`src/rtl/multicycle_control.sv`:
```
// Moore control FSM for a multicycle RV32I core: sequences ALU, memory port, PC, IR and
// register file. Control word is registered alongside the state; strobes are masked in reset.
module multicycle_control #(
    parameter logic [3:0] RESET_STATE = 4'd0
) (
    input  logic        clk,
    input  logic        rst,
    input  logic [31:0] instr,
    input  logic        Zero,
    output logic        PCWrite,
    output logic        AdrSrc,
    output logic        MemWrite,
    output logic        IRWrite,
    output logic [1:0]  ResultSrc,
    output logic [1:0]  ALUSrcA,
    output logic [1:0]  ALUSrcB,
    output logic [2:0]  ALUControl,
    output logic        RegWrite,
    output logic [2:0]  ImmSrc,
    output logic        instr_done,
    output logic        illegal_instr
);

    typedef enum logic [3:0] {
        StFetch    = 4'd0,
        StDecode   = 4'd1,
        StMemAdr   = 4'd2,
        StMemRead  = 4'd3,
        StMemWb    = 4'd4,
        StMemWrite = 4'd5,
        StExecR    = 4'd6,
        StExecI    = 4'd7,
        StAluWb    = 4'd8,
        StBranch   = 4'd9,
        StJal      = 4'd10,
        StJalr1    = 4'd11,
        StJalr2    = 4'd12,
        StLui      = 4'd13
    } state_e;

    typedef struct packed {
        logic       pcwrite;
        logic       adrsrc;
        logic       memwrite;
        logic       irwrite;
        logic [1:0] resultsrc;
        logic [1:0] alusrca;
        logic [1:0] alusrcb;
        logic [2:0] alucontrol;
        logic       regwrite;
        logic       done;
    } ctrl_t;

    localparam logic [6:0] OpLoad   = 7'b0000011;
    localparam logic [6:0] OpStore  = 7'b0100011;
    localparam logic [6:0] OpR      = 7'b0110011;
    localparam logic [6:0] OpI      = 7'b0010011;
    localparam logic [6:0] OpBranch = 7'b1100011;
    localparam logic [6:0] OpJal    = 7'b1101111;
    localparam logic [6:0] OpJalr   = 7'b1100111;
    localparam logic [6:0] OpLui    = 7'b0110111;
    localparam logic [6:0] OpAuipc  = 7'b0010111;

    localparam logic [2:0] AluAdd = 3'b000;
    localparam logic [2:0] AluSub = 3'b001;
    localparam logic [2:0] AluAnd = 3'b010;
    localparam logic [2:0] AluOr  = 3'b011;
    localparam logic [2:0] AluXor = 3'b100;
    localparam logic [2:0] AluSlt = 3'b101;

    logic [6:0] op;
    logic [2:0] funct3;
    logic       funct7b5;
    logic       unused_instr;

    assign op           = instr[6:0];
    assign funct3       = instr[14:12];
    assign funct7b5     = instr[30];
    assign unused_instr = ^{instr[31], instr[29:15], instr[11:7]};

    state_e     state_q;
    state_e     state_d;
    state_e     decode_next;
    ctrl_t      ctrl_q;
    logic       op_known;
    logic [2:0] alu_exec;
    logic [2:0] imm_dec;

    // Control word for a state; aluop only matters for the execute states.
    function automatic ctrl_t ctrl_of(input state_e s, input logic [2:0] aluop);
        ctrl_t c;
        c = '0;
        case (s)
            StFetch: begin
                c.irwrite = 1'b1;
                c.alusrcb = 2'b10;
                c.resultsrc = 2'b10;
                c.pcwrite = 1'b1;
            end
            StDecode: begin
                c.alusrca = 2'b01;
                c.alusrcb = 2'b01;
            end
            StMemAdr, StJalr1: begin
                c.alusrca = 2'b10;
                c.alusrcb = 2'b01;
            end
            StMemRead: begin
                c.adrsrc = 1'b1;
            end
            StMemWb: begin
                c.resultsrc = 2'b01;
                c.regwrite = 1'b1;
                c.done = 1'b1;
            end
            StMemWrite: begin
                c.adrsrc = 1'b1;
                c.memwrite = 1'b1;
                c.done = 1'b1;
            end
            StExecR: begin
                c.alusrca = 2'b10;
                c.alucontrol = aluop;
            end
            StExecI: begin
                c.alusrca = 2'b10;
                c.alusrcb = 2'b01;
                c.alucontrol = aluop;
            end
            StAluWb: begin
                c.regwrite = 1'b1;
                c.done = 1'b1;
            end
            StBranch: begin
                c.alusrca = 2'b10;
                c.alucontrol = AluSub;
                c.done = 1'b1;
            end
            StJal, StJalr2: begin
                c.alusrca = 2'b01;
                c.alusrcb = 2'b10;
                c.pcwrite = 1'b1;
            end
            StLui: begin
                c.resultsrc = 2'b11;
                c.regwrite = 1'b1;
                c.done = 1'b1;
            end
            default: c = '0;
        endcase
        return c;
    endfunction

    always_comb begin
        op_known    = 1'b1;
        decode_next = StFetch;
        case (op)
            OpLoad, OpStore: decode_next = StMemAdr;
            OpR:             decode_next = StExecR;
            OpI:             decode_next = StExecI;
            OpBranch:        decode_next = StBranch;
            OpJal:           decode_next = StJal;
            OpJalr:          decode_next = StJalr1;
            OpLui:           decode_next = StLui;
            OpAuipc:         decode_next = StAluWb;
            default:         op_known = 1'b0;
        endcase
    end

    always_comb begin
        case (funct3)
            3'b000:  alu_exec = (op == OpR && funct7b5) ? AluSub : AluAdd;
            3'b111:  alu_exec = AluAnd;
            3'b110:  alu_exec = AluOr;
            3'b100:  alu_exec = AluXor;
            3'b010:  alu_exec = AluSlt;
            default: alu_exec = AluAdd;
        endcase
    end

    always_comb begin
        case (op)
            OpStore:        imm_dec = 3'b001;
            OpBranch:       imm_dec = 3'b010;
            OpLui, OpAuipc: imm_dec = 3'b011;
            OpJal:          imm_dec = 3'b100;
            default:        imm_dec = 3'b000;
        endcase
    end

    always_comb begin
        case (state_q)
            StFetch:    state_d = StDecode;
            StDecode:   state_d = decode_next;
            StMemAdr:   state_d = op[5] ? StMemWrite : StMemRead;
            StMemRead:  state_d = StMemWb;
            StExecR:    state_d = StAluWb;
            StExecI:    state_d = StAluWb;
            StJal:      state_d = StAluWb;
            StJalr1:    state_d = StJalr2;
            StJalr2:    state_d = StAluWb;
            default:    state_d = StFetch;
        endcase
    end

    always_ff @(posedge clk) begin
        if (rst) begin
            state_q <= state_e'(RESET_STATE);
            ctrl_q  <= ctrl_of(state_e'(RESET_STATE), AluAdd);
        end else begin
            state_q <= state_d;
            ctrl_q  <= ctrl_of(state_d, alu_exec);
        end
    end

    logic live;
    logic decode_ill;
    logic br_take;

    // Unused encodings (14, 15) present an all-zero control word until the FSM recovers.
    assign live       = !rst && (state_q <= StLui);
    assign decode_ill = live && (state_q == StDecode) && !op_known;
    assign br_take    = (funct3 == 3'b000 && Zero) || (funct3 == 3'b001 && !Zero);

    assign PCWrite       = live && (ctrl_q.pcwrite || (state_q == StBranch && br_take));
    assign AdrSrc        = live && ctrl_q.adrsrc;
    assign MemWrite      = live && ctrl_q.memwrite;
    assign IRWrite       = live && ctrl_q.irwrite;
    assign ResultSrc     = live ? ctrl_q.resultsrc : 2'b00;
    assign ALUSrcA       = live ? ctrl_q.alusrca : 2'b00;
    assign ALUSrcB       = live ? ctrl_q.alusrcb : 2'b00;
    assign ALUControl    = live ? ctrl_q.alucontrol : 3'b000;
    assign RegWrite      = live && ctrl_q.regwrite;
    assign ImmSrc        = rst ? 3'b000 : imm_dec;
    assign instr_done    = live && (ctrl_q.done || decode_ill);
    assign illegal_instr = decode_ill;

endmodule

```
`config.mk`:
```
export PLATFORM = sky130hd
export DESIGN_NAME = multicycle_control
export DESIGN_NICKNAME = d
export VERILOG_FILES = /design/src/rtl/multicycle_control.sv
export SDC_FILE = /design/constraint.sdc
export NUM_CORES = 1
export LEC_CHECK = 0
export ABC_AREA = 1
export BUFFER_PORTS_ARGS = -buffer_cell sky130_fd_sc_hd__clkbuf_2
export CAP_MARGIN = 30
export CORE_MARGIN = 3
export CORE_UTILIZATION = 43
export CTS_CLUSTER_SIZE = 25
export DETAILED_ROUTE_END_ITERATION = 10
export GPL_ROUTABILITY_DRIVEN = 0
export PLACE_DENSITY = 0.86
export SYNTH_ARGS = -nofsm -noshare
export SYNTH_HDL_FRONTEND = slang
export SYNTH_SLANG_ARGS = --single-unit
```
`constraint.sdc`:
```
create_clock -name clk -period 1.41 [get_ports clk]
set_input_delay 0.0705 -clock clk [delete_from_list [all_inputs] [get_ports clk]]
set_output_delay 0.0705 -clock clk [all_outputs]
set_load 0.05 [all_outputs]
```
Yosys cells after proc, flatten, opt, wreduce, memory -nomap -nowiden
Cells that the tools add are included.

word-level totals
  register bits = 19
  latch bits = 0
  memory bits (writable) = 0
  ROM bits = 0
  word-level logic and storage cells = 104
  memories kept = 0

operators by class
  add/sub/neg operators = 0
  multipliers = 0
  div/mod/pow operators = 0
  order comparisons = 1
  eq/ne operators = 36
  shift-type cells = 0
  muxes and demuxes = 22
  bitwise operators = 0
  reduce and logical (&&, ||, !) cells = 34

operators by type and width
  cell                number
  $eq 4x4->1 const B  10
  $pmux 4 s8          1
  $eq 4x3->1 const B  6
  $pmux 4 s6          1
  $eq 7x6->1 const B  3
  $eq 7x7->1 const B  3
  $eq 4x2->1 const B  4
  $pmux 3 s5          1
  $eq 7x5->1 const B  2
  $logic_and 1x1->1   13
  $pmux 3 s4          1
  $reduce_or 5->1     2
  $eq 3x3->1 const B  3
  $mux 3              3
  $reduce_or 3->1     3
  $reduce_or 9->1     1
  $eq 4x1->1 const B  2
  $logic_not 4->1     2
  $mux 1              8
  $pmux 2 s2          2
  $reduce_or 2->1     4
  $reduce_or 4->1     2
  $eq 7x2->1 const B  1
  $mux 2              3
  8 further kinds     12

Depth between registers and ports, before layout
Gate-level depths: netlist of the first run.

  depth in word-level cells = 7
  gate-level depth with buffers = 14
  depth with buffers taken out = 14

Least setup slack after synthesis of the first run
Ideal clock, no wire load.

  kind = reg2out
  start = reg state_q[2]
  end = out instr_done
  arrival time = 1.930 ns
  data required time = 1.340 ns
  path slack = -0.590 ns
  stages on the path, launching flop included = 8
  path through = dfxtp_1 nand2_1 o21ai_1 nor3_1 nand4_1 inv_1 nor2_1 nor2_1

between the ends
  cells in the longest elaborated chain, start to end = 6

ends and longest elaborated chain
  item                                 line  RTL
  start, declared                      81    state_e state_q;
  start signal, assigned               208   state_q <= state_e'(RESET_STATE);
  start signal, assigned               211   state_q <= state_d;
  $le 4x4->1                           221   assign live = !rst && (state_q <= StLui);
  $logic_and 1x1->1                    221
  $logic_and 1x1->1 (*) (2 in series)  222   assign decode_ill = live && (state_q == StDecode) && !op_known;
  net illegal_instr                    21    output logic illegal_instr
  $logic_or 1x1->1 (*)                 235   assign instr_done = live && (ctrl_q.done || decode_ill);
  $logic_and 1x1->1 (*)                235
  end, declared                        20    output logic instr_done,

The timed path passes the listed nets; every way through them passes the cells marked *.

Worst setup path in the final report of the first run
  start = reg state_q[2]
  end = reg ctrl_q[0] (netlist name)

between the ends
  cells in the longest elaborated chain, start to end = 6

ends and longest elaborated chain
  item                                             line  RTL
  $eq 4x4->1 / $eq 4x3->1 (equally long branches)  192   case (state_q)
  $reduce_or 4->1 (no line)                        -
  $pmux 4 s6 (*)                                   192
  $eq 4x4->1 / $eq 4x3->1 (equally long branches)  93    case (s)
  $reduce_or 5->1 (no line) (*)                    -
  $mux 1 (*)                                       93
  end signal, assigned                             209   ctrl_q <= ctrl_of(state_e'(RESET_STATE), AluAdd);
  end signal, assigned                             212   ctrl_q <= ctrl_of(state_d, alu_exec);
  end, declared                                    84    ctrl_t ctrl_q;

Mark *: on every way between the ends. The rest lies on a longest branch, timed or not.
A chain may end at the register's enable or synchronous reset.

==> impl_metrics.json, run 1 <==
{
  "met3_usage": 0.08085,
  "fill_cells": 127,
  "clock_sinks": 19,
  "dr_total_vias": 1840,
  "crit_chain": "nor2_4 -> inv_4 -> buf_6 -> nor2_8 -> nand2_4 -> nand2_8 -> a21oi_2 -> nand2_2 -> nand3_2 -> nand2_2 -> nand2_1",
  "first_pass_iters": 5,
  "grt_setup_unrepaired": "true",
  "finalHoldViolCount": 0,
  "status": "finished, violations left",
  "worst_ir_drop_vdd_mv": 0.3254,
  "worstMarginPinSlew_ps": 300.0,
  "relSlewSlack": 0.7985,
  "syn-cell-area_um2": 1295,
  "grt.busiest_layer": "met2",
  "grt_overflow": 0,
  "hold_class": "in -> reg",
  "final_nets": 305,
  "critPathSlowestCell": "dfxtp_4",
  "r2r_end": "ctrl_q[0]",
  "worstHoldStart": "instr[12]",
  "hold_depth": 4,
  "dpl.cell_count": 276,
  "diodes": 0,
  "max_freq_ghz": 0.5650,
  "cpPeakStageDelay_ps": 400,
  "setup_slack_ps": -360.0,
  "wire_per_inst_um": 21.79,
  "min_to": "ctrl_q[2]",
  "post-route-period-util": 1.255,
  "synth_seq_cells": 19,
  "grt_start_max_net_pins": 16,
  "critical_path.top_delay_family": "simple AND/OR/NAND/NOR gates",
  "clk_pin_slew_ps": 130,
  "layout_common_cells": "30 x nand2_1, 26 x inv_1, 25 x buf_4",
  "syn_nets": 237,
  "io_pins": 54,
  "die_height_um": 60.88,
  "r2r_slack_ps": -360,
  "finalSetupViolCount": 32,
  "cts-buffers-inserted": 3,
  "r2r_cells": 11,
  "place.detailed.hpwl_mm": 2.368,
  "ys_warn_count": 0,
  "grt_usage": 0.2722,
  "via_per_inst": 6.133,
  "powerDensity_nw_per_um2": 570.5,
  "drc": 0,
  "syn_inst": 202,
  "use_met2": 0.4672,
  "failed_checks": "negative setup slack",
  "num_rows": 19,
  "r2r-start": "state_q[2]",
  "core_um2": 2805,
  "dieArea_um2": 3706,
  "ant_nets": 0,
  "cp.arrival_ps": 2000,
  "ys_types": 28,
  "final_common_cell": "nand2_1",
  "io_buffers": 32,
  "skew_ps": 12.86,
  "p_leak_uw": 0.001094,
  "cts_hold_buf": 0,
  "layout-drive-gt1-share": 0.5836,
  "start_util": 0.4616,
  "die_w_um": 60.88,
  "cts_tree": "done",
  "end_kind": "flop",
  "slew_violations": 0,
  "cts_buffer_depth": 2,
  "path_depth": 11,
  "h-tree-depth": 1,
  "avgSynthCellArea_um2": 6.411,
  "max_cap_violations": 0,
  "finalSetupTns_ps": -6277,
  "grt_pass1_vias": 1567,
  "wl_mm": 6.536,
  "multi_input_area_um2": 1061,
  "critPathMaxFanout": 5,
  "grt_pass1_wl_mm": 7.341,
  "criticalPathCategory": "reg -> reg",
  "met1_usage": 0.2660,
  "seq_area_frac_synth": 0.2937,
  "path_buf_inv": 2,
  "grt_antenna_before_repair": 0,
  "worstSetupStartpointType": "flop",
  "post-route-min-period_ps": 1770,
  "cp.required_ps": 1640,
  "clk_latency_ps": 330,
  "area_delta_synth_final_pct": 79.81,
  "cp_common_cell": "nand2_2",
  "fin_cells": 300,
  "drt_iter0_drc": 180,
  "final-seq-area_um2": 392.9,
  "root_buffer": "clkbuf_4"
}
tightest hold or removal path, cell delays in order:
cell	delay, ps
clkbuf_2	120
nor3_1	80
nand2_2	60
nand2_1	40
state kept, by name, indices dropped and copies added (netlist names):
name / flops
state_q: 4
ctrl_q: 15
worst max path at each step:
stage                     from             to
finish              state_q[2]      ctrl_q[0]
global route        state_q[2]      ctrl_q[0]
CTS                 state_q[2]     instr_done
detailed placement  state_q[2]      ctrl_q[8]
global placement    state_q[2]      ctrl_q[8]
floorplan           state_q[2]  ALUControl[0]
stage by stage:
step	total power (µW)	utilization	area, µm²	hold WS [ps]	worst slack [ps]
2_1_floorplan	760.6	-	1303	211.7	-189.9
5_1_grt	1367	0.8301	2328	88.43	-462.8
6_report	1329	0.8301	2328	81.11	-360.0
3_3_place_gp	831.9	0.5678	1593	377.0	-37.26
4_1_cts	1176	0.7409	2078	62.29	-152.3
3_5_place_dp	838.8	0.5678	1593	378.0	-64.87
Yosys cell counts:
library cell | number | area (µm²)
nor3_1 | 4 | 20.02
inv_2 | 7 | 26.28
nor3b_1 | 1 | 7.510
or2_2 | 1 | 6.260
clkinv_1 | 1 | 3.750
nand4_1 | 4 | 25.02
a31oi_4 | 1 | 21.27
nand2_1 | 40 | 150.1
a21oi_4 | 1 | 16.27
a21oi_2 | 3 | 26.28
nor2_2 | 9 | 56.30
nand3_2 | 4 | 40.04
clkbuf_1 | 1 | 3.750
nor2_8 | 1 | 20.02
dfxtp_1 | 19 | 380.4
and3_1 | 1 | 6.260
nand2_4 | 3 | 33.78
nand3_1 | 10 | 50.05
nor2_4 | 3 | 33.78
nor2_1 | 38 | 142.6
inv_1 | 31 | 116.4
nor4_1 | 1 | 6.260
nand2_2 | 5 | 31.28
o21ai_1 | 3 | 15.01
nor3_2 | 1 | 10.01
or2_1 | 1 | 6.260
buf_2 | 2 | 10.01
a21oi_1 | 6 | 30.03
layout make-up:
type	instances	area share
sequential	19	0.1687
clock buffer	4	0.01128
inverter	39	0.06824
timing repair buffer	66	0.2794
tap	31	0.01666
multi-input combinational	141	0.4557
layer usage:
layer / vias up / routed length (µm)
met3: 75 / 709
met1: 839 / 2124
met2: 171 / 2963
li1: 755 / -
met4: 0 / 739
met5: - / 0
power by group:
group / switching (µW) / total [µW] / internal (µW)
clock: 206 / 317 / 111
combinational: 280 / 446 / 166
sequential: 14.4 / 565 / 551
total: 501 / 1330 / 828
cell families after synthesis:
logic type	Yosys count	synth area share
AO/OA/AOI/OAI	14	0.08406
buffers and inverters	42	0.1237
flip-flops	19	0.2937
AND/OR/NAND/NOR	127	0.4986
timing repair:
action / CTS / global route
cloned: 0 / 1
hold endpoints to repair: 0 / 0
endpoints found under the setup margin: 27 / 33
pin swaps: 23 / 21
buffers inserted: 13 / 6
resized for setup: 85 / 58
(Power assumes the default switching activity.)
==> run 2, diff against run 1 <==
- CORE_UTILIZATION: 43 -> 40
- PLACE_DENSITY: 0.86 -> 0.81
==> run 2 against run 1 <==
Non-clock buffer count shrank 13. Critical path depth shrank 3. The flow still finishes with violations (negative setup slack). Maximum frequency grew 7.4%.
==> impl_metrics.json, run 2 (same netlist as run 1, synthesis figures left out) <==
{
  "cts-buffers-inserted": 3,
  "critPathMaxFanout": 3,
  "first_pass_iters": 4,
  "clk_latency_ps": 300,
  "hold_slack_ps": 72.58,
  "switchingPower_uw": 375.7,
  "worstMarginPinSlew_ps": 354.0,
  "r2r_cells": 11,
  "cp.arrival_ps": 1580,
  "met1_usage": 0.1958,
  "cts_buffer_depth": 2,
  "layout-drive-gt1-share": 0.4688,
  "start_util": 0.4207,
  "slew_violations": 0,
  "finalSetupTns_ps": -3536,
  "pwr-share-clk": 0.234,
  "setup_slack_ps": -238.1,
  "r2r_end": "ctrl_q[0]",
  "post-route-period-util": 1.169,
  "top_register": "ctrl_q",
  "use_met2": 0.3953,
  "met3_usage": 0.03417,
  "clock_sinks": 19,
  "io_pins": 54,
  "cp.required_ps": 1340,
  "grt_pass1_vias": 1416,
  "p_comb_frac": 0.280,
  "max_cap_violations": 0,
  "root_buffer": "clkbuf_4",
  "die_w_um": 62.90,
  "clk_pin_slew_ps": 100,
  "place.detailed.hpwl_mm": 2.316,
  "io_buffers": 32,
  "p_leak_uw": 0.0009609,
  "internal_power_uw": 786.3,
  "max_freq_ghz": 0.6068,
  "final_core_util": 0.6419,
  "diodes": 0,
  "via_per_inst": 4.840,
  "place_area_um2": 1602,
  "worst_ir_drop_vdd_mv": 0.2495,
  "wl_mm": 3.768,
  "failed_checks": "negative setup slack",
  "grt_setup_unrepaired": "true",
  "drt_iter0_drc": 54,
  "r2r-start": "state_q[3]",
  "grt_overflow": 0,
  "switching_share": 0.3233,
  "power_uw": 1162,
  "cts_tree": "done",
  "post-route-min-period_ps": 1648,
  "ant_nets": 0,
  "end_kind": "output port",
  "dieArea_um2": 3956,
  "grt_usage": 0.1971,
  "layout_common_cells": "34 x nor2_1, 30 x nand2_1, 30 x inv_1",
  "fin_area_um2": 1976,
  "drc": 0,
  "skew_ps": 4.236,
  "final_common_cell": "nor2_1",
  "hold_depth": 3,
  "dr_total_vias": 1452,
  "grt_pass1_wl_mm": 6.251,
  "relSlewSlack": 0.7640,
  "grt_antenna_before_repair": 0,
  "die_height_um": 62.90,
  "worstSetupStartpointType": "flop",
  "criticalPathCategory": "reg -> out",
  "largest_register_ffs": 15,
  "final_nets": 292,
  "grt.busiest_layer": "met2",
  "worstHoldStart": "instr[14]",
  "r2r_slack_ps": -160,
  "num_rows": 20,
  "status": "finished, violations left",
  "finalSetupViolCount": 29,
  "hold_class": "in -> reg",
  "reg_top3": "ctrl_q (15), state_q (4)",
  "h-tree-depth": 1,
  "cts_hold_buf": 0,
  "powerDensity_nw_per_um2": 588.2,
  "area_delta_synth_final_pct": 52.56,
  "finalHoldViolCount": 0,
  "core_um2": 3078,
  "min_to": "ctrl_q[3]",
  "seq_power_share": 0.487,
  "wire_per_inst_um": 12.56,
  "grt_start_max_net_pins": 16
}
[run 2: changes by cell type in the layout (fill, tap and decap cells not counted), sizes merged]
cell and delta:
buf -26, clkbuf +13
[run 2: what timing repair did]
action,4_1_cts,5_1_grt
pin swaps,13,2
setup buffers,7,1
cloned,0,0
setup endpoints to repair,26,30
resized for setup,66,6
[run 2: per-layer routing]
metal | part of all wire | up-vias
li1 | - | 726
met1 | 0.38 | 667
met2 | 0.56 | 46
met3 | 0.036 | 13
met4 | 0.028 | 0
met5 | 0 | -
[run 2: worst max-delay path by stage]
stage / startpoint / end / slack [ps]
floorplan: state_q[2] / ALUControl[0] / -190
global placement: state_q[2] / instr_done / -60
detailed placement: state_q[2] / ctrl_q[0] / -70
CTS: state_q[3] / instr_done / -170
global route: state_q[3] / instr_done / -290
finish: state_q[3] / instr_done / -240
[run 2: area by class of cell]
cell class	count	area [µm²]
fillers	249	1102
multi-input cells	141	874.6
repair buffers	53	478.0
flip-flops and latches	19	387.9
inverters	39	153.9
well taps	44	55.05
clock buffers	4	26.28
[run 2: power by group through the flow]
stage | clock network, µW | logic, µW | registers, µW
final | 272 | 325 | 566
after CTS | 275 | 314 | 564
after global routing | 295 | 349 | 567
after detailed placement | 0 | 262 | 576
after floorplan | 0 | 186 | 575
after global placement | 0 | 257 | 575
[run 2: critical path, stage by stage, from the launching register on]
cell     delay, ps
dfxtp_2        370
nor2_4         150
inv_4           50
nor3_2         180
nand4_1        140
inv_2          100
nor2_2          50
nor2_4          90
buf_8          150
[run 2: metrics by stage]
step / setup WS [ps] / cells
2_1_floorplan: -189.9 / 202
3_3_place_gp: -59.56 / 288
3_5_place_dp: -65.55 / 288
4_1_cts: -168.6 / 299
5_1_grt: -292.8 / 300
6_report: -238.1 / 300
==> run 3, diff against run 2 <==
- PLACE_DENSITY: 0.81 -> 0.79
- SKIP_CTS_REPAIR_TIMING: not set -> 1
- clock period: 1.41 -> 1.65 ns (I/O delays scaled with it)
==> run 3 against run 2 <==
The flow still finishes with violations (negative setup slack). Clock skew rose by 6.1 ps. Non-clock buffer count down 15. First-iteration DRC count decreased by 11%. Critical path depth unchanged. Sequential share of layout area increased by 3.8 points. Largest cell class unchanged. Combinational power fell by 30%. Cell count shrank 5.0%. Via count down 10%.
==> impl_metrics.json, run 3 (same netlist as run 1, synthesis figures left out) <==
{
  "pwr-share-clk": 0.255,
  "grt_overflow": 0,
  "grt_pass1_vias": 1102,
  "h-tree-depth": 1,
  "r2r_cells": 8,
  "internal_power_uw": 637.7,
  "die_height_um": 62.90,
  "hold_slack_ps": 53.95,
  "drt_iter0_drc": 48,
  "path_buf_inv": 2,
  "layout-drive-gt1-share": 0.3900,
  "setup_slack_ps": -28.70,
  "finalSetupViolCount": 1,
  "relSlewSlack": 0.8046,
  "place.detailed.hpwl_mm": 2.179,
  "wire_per_inst_um": 9.979,
  "dpl.cell_count": 278,
  "path_depth": 8,
  "drc": 0,
  "io_pins": 54,
  "clock_sinks": 19,
  "p_leak_uw": 0.0008536,
  "largest_register_ffs": 15,
  "cts_buffer_depth": 2,
  "hold_class": "in -> reg",
  "cp.arrival_ps": 1600,
  "grt_pass1_wl_mm": 4.733,
  "max_freq_ghz": 0.5957,
  "die_w_um": 62.90,
  "failed_checks": "negative setup slack",
  "io_buffers": 32,
  "root_buffer": "clkbuf_4",
  "num_rows": 20,
  "final_common_cell": "nand2_1",
  "slew_violations": 0,
  "hold_depth": 3,
  "max_cap_violations": 0,
  "cts-buffers-inserted": 3,
  "worst_ir_drop_vdd_mv": 0.2108,
  "status": "finished, violations left",
  "p_comb_frac": 0.239,
  "finalHoldViolCount": 0,
  "grt_setup_unrepaired": "true",
  "powerDensity_nw_per_um2": 581.5,
  "wl_mm": 2.844,
  "clk_pin_slew_ps": 110,
  "area_delta_synth_final_pct": 26.76,
  "first_pass_iters": 5,
  "fin_cells": 285,
  "layout_common_cells": "38 x nand2_1, 36 x nor2_1, 30 x inv_1",
  "critPathSlowestCell": "dfxtp_2",
  "crit_chain": "nand2_1 -> o21ai_2 -> nor3_2 -> nand4_1 -> inv_2 -> nor2_2 -> nor2_4 -> buf_8",
  "cts_tree": "done",
  "reg_top3": "ctrl_q (15), state_q (4)",
  "post-route-period-util": 1.017,
  "clk_latency_ps": 310,
  "grt_antenna_before_repair": 0,
  "dr_total_vias": 1300,
  "worstMarginPinSlew_ps": 293.0,
  "top_register": "ctrl_q",
  "switchingPower_uw": 316.8,
  "diodes": 0,
  "cpPeakStageDelay_ps": 380,
  "end_kind": "output port",
  "switching_share": 0.3319,
  "core_um2": 3078,
  "post-route-min-period_ps": 1679,
  "grt_usage": 0.1461,
  "criticalPathCategory": "reg -> out",
  "critical_path.top_delay_family": "simple AND/OR/NAND/NOR gates",
  "critPathMaxFanout": 3,
  "worstSetupStartpointType": "flop",
  "cp.required_ps": 1570,
  "start_util": 0.4207,
  "power_uw": 954.5,
  "dieArea_um2": 3956,
  "via_per_inst": 4.561,
  "skew_ps": 10.38,
  "grt_start_max_net_pins": 16,
  "ant_nets": 0,
  "final_nets": 277,
  "seq_power_share": 0.506
}
## run 3: stage by stage
| stage | setup TNS (ps) | utilization | worst slack [ps] | area [µm²] |
|---|---|---|---|---|
| after floorplan | 0 | - | 38.10 | 1303 |
| after global placement | 0 | 0.4959 | 164.9 | 1526 |
| after detailed placement | 0 | 0.4959 | 163.1 | 1526 |
| after CTS | -878.7 | 0.5049 | -161.2 | 1554 |
| after global routing | -992.5 | 0.5333 | -105.5 | 1642 |
| final | -28.70 | 0.5333 | -28.70 | 1642 |
## run 3: worst min-delay path, delay by kind of cell
kind | cells | cell delay, ps
buffers and inverters | 1 | 100
AND/OR/NAND/NOR | 2 | 150
## run 3: final timing paths
| check | startpoint | slack, ps | endpoint |
|---|---|---|---|
| max | state_q[3] | -30 | instr_done |
| min | instr[14] | 50 | ctrl_q[3] |
| max reg2reg | state_q[3] | 40 | ctrl_q[8] |
| min reg2reg | state_q[0] | 680 | ctrl_q[13] |
## run 3: power by group through the flow
stage                     logic (µW)  registers, µW  clock network, µW
after floorplan                  159            491                  0
after global placement           212            492                  0
after detailed placement         215            492                  0
after CTS                        216            482                238
after global routing             251            485                262
final                            228            483                243
## run 3: layout make-up
type | instances | area, µm²
multi-input combinational | 141 | 798.3
inverter | 39 | 153.9
clock buffer | 3 | 22.52
fill | 288 | 1436
timing repair buffer | 38 | 221.5
sequential | 19 | 385.4
clock inverter | 1 | 5.005
tap | 44 | 55.05
## run 3: routing by layer
metal  GRT usage  wire (µm)  share of wire
met1      0.1785       1288           0.45
met2      0.2556       1416           0.50
met3     0.01978         88          0.031
met4     0.05785         50          0.018
met5           0          0              0
